==> src/rtl/cbfp_frame_sched_pkg.sv <==
// Shared types for the CBFP frame scheduler: exponent index, FIFO entry and FSM state.
package cbfp_pkg;

  localparam int unsigned NCHAN      = 16;
  localparam int unsigned BLOCK_SIZE = 8;
  localparam int unsigned NBLOCKS    = NCHAN / BLOCK_SIZE;
  localparam int unsigned IDX_W      = 5;

  typedef logic [IDX_W-1:0] idx_t;

  typedef struct packed {
    logic                   last;
    idx_t [NBLOCKS-1:0]     idx;
  } exp_entry_t;

  typedef enum logic {IDLE, RUN} sched_state_e;

  // Smallest exponent among the blocks of one beat.
  function automatic idx_t min_idx(input idx_t [NBLOCKS-1:0] v);
    idx_t m;
    m = '1;
    for (int unsigned i = 0; i < NBLOCKS; i++) begin
      if (v[i] < m) m = v[i];
    end
    return m;
  endfunction

endpackage

==> src/rtl/cbfp_frame_sched_if.sv <==
// Beat admission and exponent drain handshakes of the CBFP frame scheduler.
interface cbfp_frame_sched_if;
  import cbfp_pkg::*;

  logic                     in_valid;
  logic                     in_ready;
  logic [NBLOCKS*IDX_W-1:0] idx_in;
  logic                     exp_valid;
  logic                     exp_ready;
  logic [NBLOCKS*IDX_W-1:0] exp_data;
  logic                     exp_last;

  modport slave (
    input  in_valid, idx_in, exp_ready,
    output in_ready, exp_valid, exp_data, exp_last
  );

  modport master (
    output in_valid, idx_in, exp_ready,
    input  in_ready, exp_valid, exp_data, exp_last
  );

endinterface

==> src/rtl/cbfp_frame_sched_exp_fifo.sv <==
// Show-ahead circular FIFO of exponent entries; clr empties it like reset.
module cbfp_exp_fifo
  import cbfp_pkg::*;
#(
  parameter  int unsigned DEPTH = 64,
  localparam int unsigned AW    = $clog2(DEPTH),
  localparam int unsigned LW    = AW + 1
) (
  input  logic          clk,
  input  logic          rst,
  input  logic          clr,
  input  logic          push,
  input  exp_entry_t    din,
  input  logic          pop,
  output exp_entry_t    head,
  output logic [LW-1:0] level
);

  exp_entry_t    mem [DEPTH];
  logic [AW-1:0] wr_ptr;
  logic [AW-1:0] rd_ptr;
  logic          do_push;
  logic          do_pop;

  // Full is judged on the current level only, so a same-cycle pop never makes room.
  assign do_push = push && (level < LW'(DEPTH));
  assign do_pop  = pop && (level != '0);
  assign head    = mem[rd_ptr];

  always_ff @(posedge clk) begin
    if (do_push) mem[wr_ptr] <= din;
  end

  always_ff @(posedge clk) begin
    if (rst || clr) begin
      wr_ptr <= '0;
      rd_ptr <= '0;
      level  <= '0;
    end else begin
      if (do_push) wr_ptr <= wr_ptr + AW'(1);
      if (do_pop)  rd_ptr <= rd_ptr + AW'(1);
      level <= level + LW'(do_push) - LW'(do_pop);
    end
  end

endmodule

==> src/rtl/cbfp_frame_sched.sv <==
// Beat/frame scheduler in front of the CBFP stage with an exponent FIFO.
// Optional CBFP_FRAME_MIN_EN adds frame_min_idx, the minimum exponent of the last frame.
module cbfp_frame_sched
  import cbfp_pkg::*;
#(
  parameter  int unsigned BEATS_PER_FRAME = 32,
  parameter  int unsigned FIFO_DEPTH      = 64,
  localparam int unsigned CNT_W = (BEATS_PER_FRAME > 1) ? $clog2(BEATS_PER_FRAME) : 1,
  localparam int unsigned LVL_W = $clog2(FIFO_DEPTH) + 1
) (
  input  logic               clk,
  input  logic               rst,
  input  logic               flush,
  cbfp_frame_sched_if.slave  bus,
  output logic               cbfp_valid,
  output logic [CNT_W-1:0]   beat_cnt,
  output logic               frame_start,
  output logic               frame_last,
  output logic               frame_done,
  output logic [15:0]        frame_cnt,
  output logic [LVL_W-1:0]   fifo_level
`ifdef CBFP_FRAME_MIN_EN
  , output idx_t             frame_min_idx
`endif
);

  sched_state_e state;
  logic         accept;
  logic         last_beat;
  logic         done_q;
  exp_entry_t   push_entry;
  exp_entry_t   head;

  assign bus.in_ready = !rst && !flush && (fifo_level < LVL_W'(FIFO_DEPTH));
  assign accept       = bus.in_valid && bus.in_ready;
  assign cbfp_valid   = accept;
  assign last_beat    = (beat_cnt == CNT_W'(BEATS_PER_FRAME - 1));
  assign frame_start  = accept && (state == IDLE);
  assign frame_last   = accept && last_beat;
  assign frame_done   = done_q && !rst;

  always_comb begin
    push_entry      = '0;
    push_entry.last = last_beat;
    push_entry.idx  = bus.idx_in;
  end

  // beat_cnt is held at 0 whenever the FSM is in IDLE.
  always_ff @(posedge clk) begin
    if (rst) begin
      state     <= IDLE;
      beat_cnt  <= '0;
      frame_cnt <= '0;
      done_q    <= 1'b0;
    end else if (flush) begin
      state    <= IDLE;
      beat_cnt <= '0;
      done_q   <= 1'b0;
    end else begin
      done_q <= 1'b0;
      if (accept) begin
        if (last_beat) begin
          state     <= IDLE;
          beat_cnt  <= '0;
          frame_cnt <= frame_cnt + 16'd1;
          done_q    <= 1'b1;
        end else begin
          state    <= RUN;
          beat_cnt <= beat_cnt + CNT_W'(1);
        end
      end
    end
  end

  cbfp_exp_fifo #(.DEPTH(FIFO_DEPTH)) u_fifo (
    .clk   (clk),
    .rst   (rst),
    .clr   (flush),
    .push  (accept),
    .din   (push_entry),
    .pop   (bus.exp_valid && bus.exp_ready),
    .head  (head),
    .level (fifo_level)
  );

  assign bus.exp_valid = (fifo_level != '0) && !rst;
  assign bus.exp_data  = head.idx;
  assign bus.exp_last  = head.last;

`ifdef CBFP_FRAME_MIN_EN
  idx_t run_min;
  idx_t beat_min;
  idx_t acc_min;

  // Starting from all-ones at frame_start reduces to taking this beat's minimum.
  always_comb begin
    beat_min = min_idx(bus.idx_in);
    acc_min  = (state == IDLE) ? beat_min : ((beat_min < run_min) ? beat_min : run_min);
  end

  always_ff @(posedge clk) begin
    if (rst) begin
      run_min       <= '1;
      frame_min_idx <= '0;
    end else if (accept) begin
      run_min <= acc_min;
      if (last_beat) frame_min_idx <= acc_min;
    end
  end
`endif

endmodule
==> src/flat_wrapper.sv <==
// flat-port wrapper written by rule: the top's interface ports become plain ports
module cbfp_frame_sched_flat import cbfp_pkg::*;
#(
  parameter  int unsigned BEATS_PER_FRAME = 32,
  parameter  int unsigned FIFO_DEPTH      = 64,
  localparam int unsigned CNT_W = (BEATS_PER_FRAME > 1) ? $clog2(BEATS_PER_FRAME) : 1,
  localparam int unsigned LVL_W = $clog2(FIFO_DEPTH) + 1
)
  (clk, rst, flush, cbfp_valid, beat_cnt, frame_start, frame_last, frame_done, frame_cnt, fifo_level, bus_in_valid, bus_idx_in, bus_exp_ready, bus_in_ready, bus_exp_valid, bus_exp_data, bus_exp_last);
  cbfp_frame_sched_if bus_i ();
  input  logic clk;
  input  logic rst;
  input  logic flush;
  output logic cbfp_valid;
  output logic [CNT_W-1:0] beat_cnt;
  output logic frame_start;
  output logic frame_last;
  output logic frame_done;
  output logic [15:0] frame_cnt;
  output logic [LVL_W-1:0] fifo_level;
  input wire logic [$bits(bus_i.in_valid)-1:0] bus_in_valid;
  input wire logic [$bits(bus_i.idx_in)-1:0] bus_idx_in;
  input wire logic [$bits(bus_i.exp_ready)-1:0] bus_exp_ready;
  output wire logic [$bits(bus_i.in_ready)-1:0] bus_in_ready;
  output wire logic [$bits(bus_i.exp_valid)-1:0] bus_exp_valid;
  output wire logic [$bits(bus_i.exp_data)-1:0] bus_exp_data;
  output wire logic [$bits(bus_i.exp_last)-1:0] bus_exp_last;
  assign bus_i.in_valid = bus_in_valid;
  assign bus_i.idx_in = bus_idx_in;
  assign bus_i.exp_ready = bus_exp_ready;
  assign bus_in_ready = bus_i.in_ready;
  assign bus_exp_valid = bus_i.exp_valid;
  assign bus_exp_data = bus_i.exp_data;
  assign bus_exp_last = bus_i.exp_last;
  cbfp_frame_sched #(.BEATS_PER_FRAME(BEATS_PER_FRAME), .FIFO_DEPTH(FIFO_DEPTH)) u_core (.clk(clk), .rst(rst), .flush(flush), .bus(bus_i), .cbfp_valid(cbfp_valid), .beat_cnt(beat_cnt), .frame_start(frame_start), .frame_last(frame_last), .frame_done(frame_done), .frame_cnt(frame_cnt), .fifo_level(fifo_level));
endmodule
==> config.mk <==
export PLATFORM = sky130hd
export DESIGN_NAME = cbfp_frame_sched_flat
export DESIGN_NICKNAME = d
export VERILOG_FILES = /design/src/rtl/cbfp_frame_sched_pkg.sv /design/src/rtl/cbfp_frame_sched_if.sv /design/src/rtl/cbfp_frame_sched_exp_fifo.sv /design/src/rtl/cbfp_frame_sched.sv /design/src/flat_wrapper.sv
export SDC_FILE = /design/constraint.sdc
export NUM_CORES = 1
export LEC_CHECK = 0
export ABC_AREA = 1
export CORE_AREA = 4 4 242 244
export DETAILED_ROUTE_END_ITERATION = 10
export DIE_AREA = 0 0 246 248
export HOLD_SLACK_MARGIN = 0.02
export PLACE_DENSITY = 0.71
export RECOVER_POWER = 100
export SLEW_MARGIN = 0
export SYNTH_ARGS = -nofsm -noshare
export SYNTH_HDL_FRONTEND = slang
export SYNTH_SLANG_ARGS = --single-unit
==> constraint.sdc <==
create_clock -name clk -period 8.3 [get_ports clk]
set_clock_uncertainty 0.15 [all_clocks]
set_input_delay 2.49 -clock clk [delete_from_list [all_inputs] [get_ports clk]]
set_output_delay 2.49 -clock clk [all_outputs]
set_load 0.05 [all_outputs]
==> results by stage <==
Synthesis:
- The area fraction in and, or, nand and nor cells after synthesis is between 20% and 30%.
- Measured against the total synthesized area, the mux share comes to 0%.
- The compound-cell area share of the yosys netlist is less than 1%.
- Yosys mapped the design onto 31 distinct sky130hd cell types.
- The number of cells produced by synthesis is about 2.7k.
- Synthesis produced a netlist with a net count of around 2.8k.
- The xor/xnor share of the synthesized area is less than 1%.
- After Yosys synthesis, full adders, half adders and majority gates account for less than 1% of the synthesized area.
- Yosys attributes the largest share of cell area to edfxtp_1 (68%), nand2_1 (12%), nand3_1 (10%), dfxtp_1 (3.1%), buf_2 (1.4%).
- The post-synthesis async set-or-reset flop share is 0%.
- Of all cell types, the one taking the most synthesized area is edfxtp_1.
- The dominant combinational cell family by area after synthesis is simple AND/OR/NAND/NOR gates.
- The share of the yosys chip area belonging to registers is between 70% and 80%.
- The area share of the largest cell type after synthesis is between 60% and 70%.
- After synthesis the netlist holds a flip-flop and latch count of between 700 and 800.
- The most instantiated flip-flop cell in the synthesis netlist is edfxtp_1.
- The post-synthesis instance area is ~0.03 sq mm.
- The number of synthesized flops with an enable pin is slightly above 700.
- Yosys printed 0 warnings.
- The average instance in the mapped netlist occupies approximately 11 sq um.

Critical path:
- Walking the worst path, the cells encountered are clkbuf_2 > buf_4 > nand3_1 > nand3_1 > nand2_1 > nand2_1 > nand3_1 > nand3_1 > nand2_1 > dlygate4sd3_1.
- The most prevalent standard cell on the critical path is nand3_1.
- The worst setup path is of the flip-flop to primary output kind.
- STA classifies the critical path startpoint as a flip-flop.
- For this design, the slowest cell found on the critical path is clkbuf_2.
- At the worst endpoint, the arrival time is approximately 5.2 ns.
- Counting both buffers and inverters, the worst setup path holds a total of 3.
- The kind of cell adding the most delay to the critical path is buffers and inverters.
- The delay of the slowest cell on the worst path is 1.15 ns.
- In this run the worst path has a maximum fanout of around 50.
- The worst setup path is captured at a primary output.
- The worst path required time is between 5 and 6 ns.

Place:
- The weighted congestion at the end of routability-driven global placement is 0.850.
- The cell area after placement is between 0.03 and 0.04 sq mm.
- The HPWL reported at the end of detailed placement is around 40 mm.
- Once placement completed, the tool counted placed cells totaling roughly 3.4k.
- The number of input and output port buffers inserted is a little under 60.
- OpenSTA, run right after detailed placement, puts the worst setup slack at between 0.6 and 0.7 ns.

Cells and area:
- The finished cells cover 0.0341 sq mm.
- The count of nets after finishing is 2,778.
- 0 antenna diodes ended up in the layout.
- Leaving out fill and tap cells, the most frequent cell in the layout is nand2_1.
- The area growth from synthesis to layout is 10.4%.
- The number of non-filler instances in the completed layout is roughly 3.6k.
- The share of the core filled with cells is around three fifths.
- The fill cell total of the finished layout is between 4k and 5k.
- Leaving out fill and tap cells, the most frequent cells in the layout are nand2_1 (948), edfxtp_1 (704), nand3_1 (616).
- The fraction of final layout cells with drive strength greater than 1 is between 5 and 6%.

Status:
- The final reports fail on capacitance limit, slew limit.
- The flow ran to the end, but the final reports show violations.

Power:
- The part of the total power dissipated in combinational logic is around 8%.
- The total power after layout is about 8 mW.
- The net switching power is 1.86 mW.
- Summed over all cells, the static leakage comes to ~12 nW.
- The total internal power is 6.17 mW.
- The clock network burns between 40% and 50% of the power.
- The switching power as a share of total power is between 20% and 30%.
- The power density over the cells is between 200 and 250 mW/mm^2.
- The peak ir drop on the vdd network is between 150 and 200 uV.
- The fraction of power consumed by sequential logic is between 50% and 60%.

GRT:
- The remaining global-route overflow is 0.
- The number of antenna violations at the first check in global routing was 0.
- The via count of the first global-routing pass was about 20k.
- The first global-routing pass estimated 116 mm of wire.
- Across every metal layer, demand over resource in global routing totals 24.7%.
- Entering global routing, the biggest net connects around 190 pins.

Clocking:
- The clock network latency to the later pin of the worst-skew pair is about 0.60 ns.
- The clock input transition at the sequential cells of the worst setup and hold paths is 0.06 ns.
- The number of setup buffers added after CTS is 0.
- The clock tree from TritonCTS is yes.
- The number of clock buffers added by TritonCTS is 76.
- The H-tree was split into 3 levels.
- The largest buffer count on any clock path is 3.
- The quantity of hold-fixing buffers added after cts is 0.
- In this run the clock root is driven by a clkbuf_16.
- Clock tree synthesis found a total of 752 sinks.
- In this run, post-CTS repair resized a total of 0 instances.

STA:
- Setup repair after global routing left no endpoint under its margin.
- The hold violation total from the final report was 0.
- Setup violations remaining at the end of the flow were counted as 0.
- The minimum hold slack is ~0.32 ns.
- The count of final max-slew check failures is 650.
- The ratio of final minimum period to clock period is between 90 and 100%.
- After layout, the worst setup slack is roughly 0.47 ns.
- For the final routed database, the setup TNS stands at 0 ns.
- For this run, the top clock speed supported by timing is between 100 and 150 MHz.
- For the pin with the worst max-slew slack, the measured transition is approximately 3.4 ns.
- Headroom to the max-slew limit came out at -128%.
- The time the worst path needs with I/O delays and setup is around 7.8 ns.

Floorplan:
- In this run the horizontal extent of the chip is around 250 um.
- The vertical extent of the die is between 200 and 250 um.
- The total area inside the core boundary comes to 0.0563 sq mm.
- The floorplan has 87 rows.
- The starting utilization of the core area is 54.9%.
- The top-level I/O count is 60.
- The overall die area is 0.0610 sq mm.

Route:
- The number of remaining DRC errors is 0.
- Dividing the detail-routed wire length by the instance count gives 21.2 um.
- The count of nets left with antenna violations once routing finished came out at 0.
- The pre-antenna-repair detailed-routing pass consisted of 6 iterations.
- The via density per instance is between 5 and 6.
- The first-iteration detailed-routing DRC count is between 2k and 2.5k.
- The routed wire length is about 76 mm.
- Across all layers, the routed design uses between 20k and 25k vias.

Worst hold path:
- In this run the worst hold path is classified as flip-flop to flip-flop.

Run:
- The count of maximum capacitance violations is 10.
## state kept, by name (all words and copies together) (netlist names), named ones only
register              flops
u_core.beat_cnt           5
u_core.done_q             1
u_core.u_fifo.level       7
u_core.u_fifo.rd_ptr      6
u_core.u_fifo.wr_ptr      6
u_core.frame_cnt         16
u_core.u_fifo.mem       704
u_core.state              1
## Yosys cell counts (all sizes together), types with 2 or more instances
cell,n
ha,14
nand3,617
nand2,948
dfxtp,48
buf,127
nor3,15
nor3b,3
nand4,7
clkbuf,32
xor2,2
xnor2,3
edfxtp,704
nor2,102
o21ai,20
inv,61
a21oi,28
## area by class of cell
class                           count  area [sq um]  area share, %
Inverter                           62           248          0.727
Clock inverter                     36           249          0.730
Multi-Input combinational cell   1761          7680           22.5
Timing Repair Buffer               95           791           2.32
Tap cell                          756           946           2.78
Sequential cell                   752         22100           64.9
Clock buffer                       95          2060           6.03
## metal layers
metal | share of wire, % | vias up | global-route usage [%]
met3 | 9.1 | 136 | 5.06
met5 | 0 | - | 0
li1 | - | 9526 | -
met4 | 2.5 | 0 | 8.03
met2 | 48 | 980 | 40.0
met1 | 41 | 10088 | 34.0
## power groups by stage
stage               Clock (mW)  Combinational, mW  Sequential [mW]
floorplan                    0              0.409             4.28
global placement             0              0.616             4.26
detailed placement           0              0.634             4.26
CTS                       3.26              0.639             4.18
global route              3.43              0.701             4.19
finish                    3.22              0.630             4.19
## kinds of logic after synthesis
| kind of cell | after synthesis |
|---|---|
| xor gates and xnor gates | 5 |
| and+or+nand+nor | 1692 |
| AOI/OAI and AO/OA | 49 |
| DFF | 752 |
| adders and majority gates | 15 |
| buffers and inverters | 221 |
## worst paths after layout
| path | from | end | slack (ns) | cells past startpoint |
|---|---|---|---|---|
| worst max-delay path | flip-flop | bus_exp_data[6] | 0.47 | 10 |
| worst min register to register | u_core.state | u_core.state | 0.32 | 2 |
| worst min-delay path | u_core.state | u_core.state | 0.32 | 2 |
| worst max register to register | u_core.beat_cnt[0] | u_core.frame_cnt[14] | 4.93 | 11 |
## worst register-to-register path: cells and delay by family (launching register included)
kind	cells	cell delay [ns]
simple gates	4	1.18
buf+inv	4	1.02
flops	1	0.42
fa+ha+maj	2	0.37
compound gates	1	0.17
(Power assumes the default switching activity.)
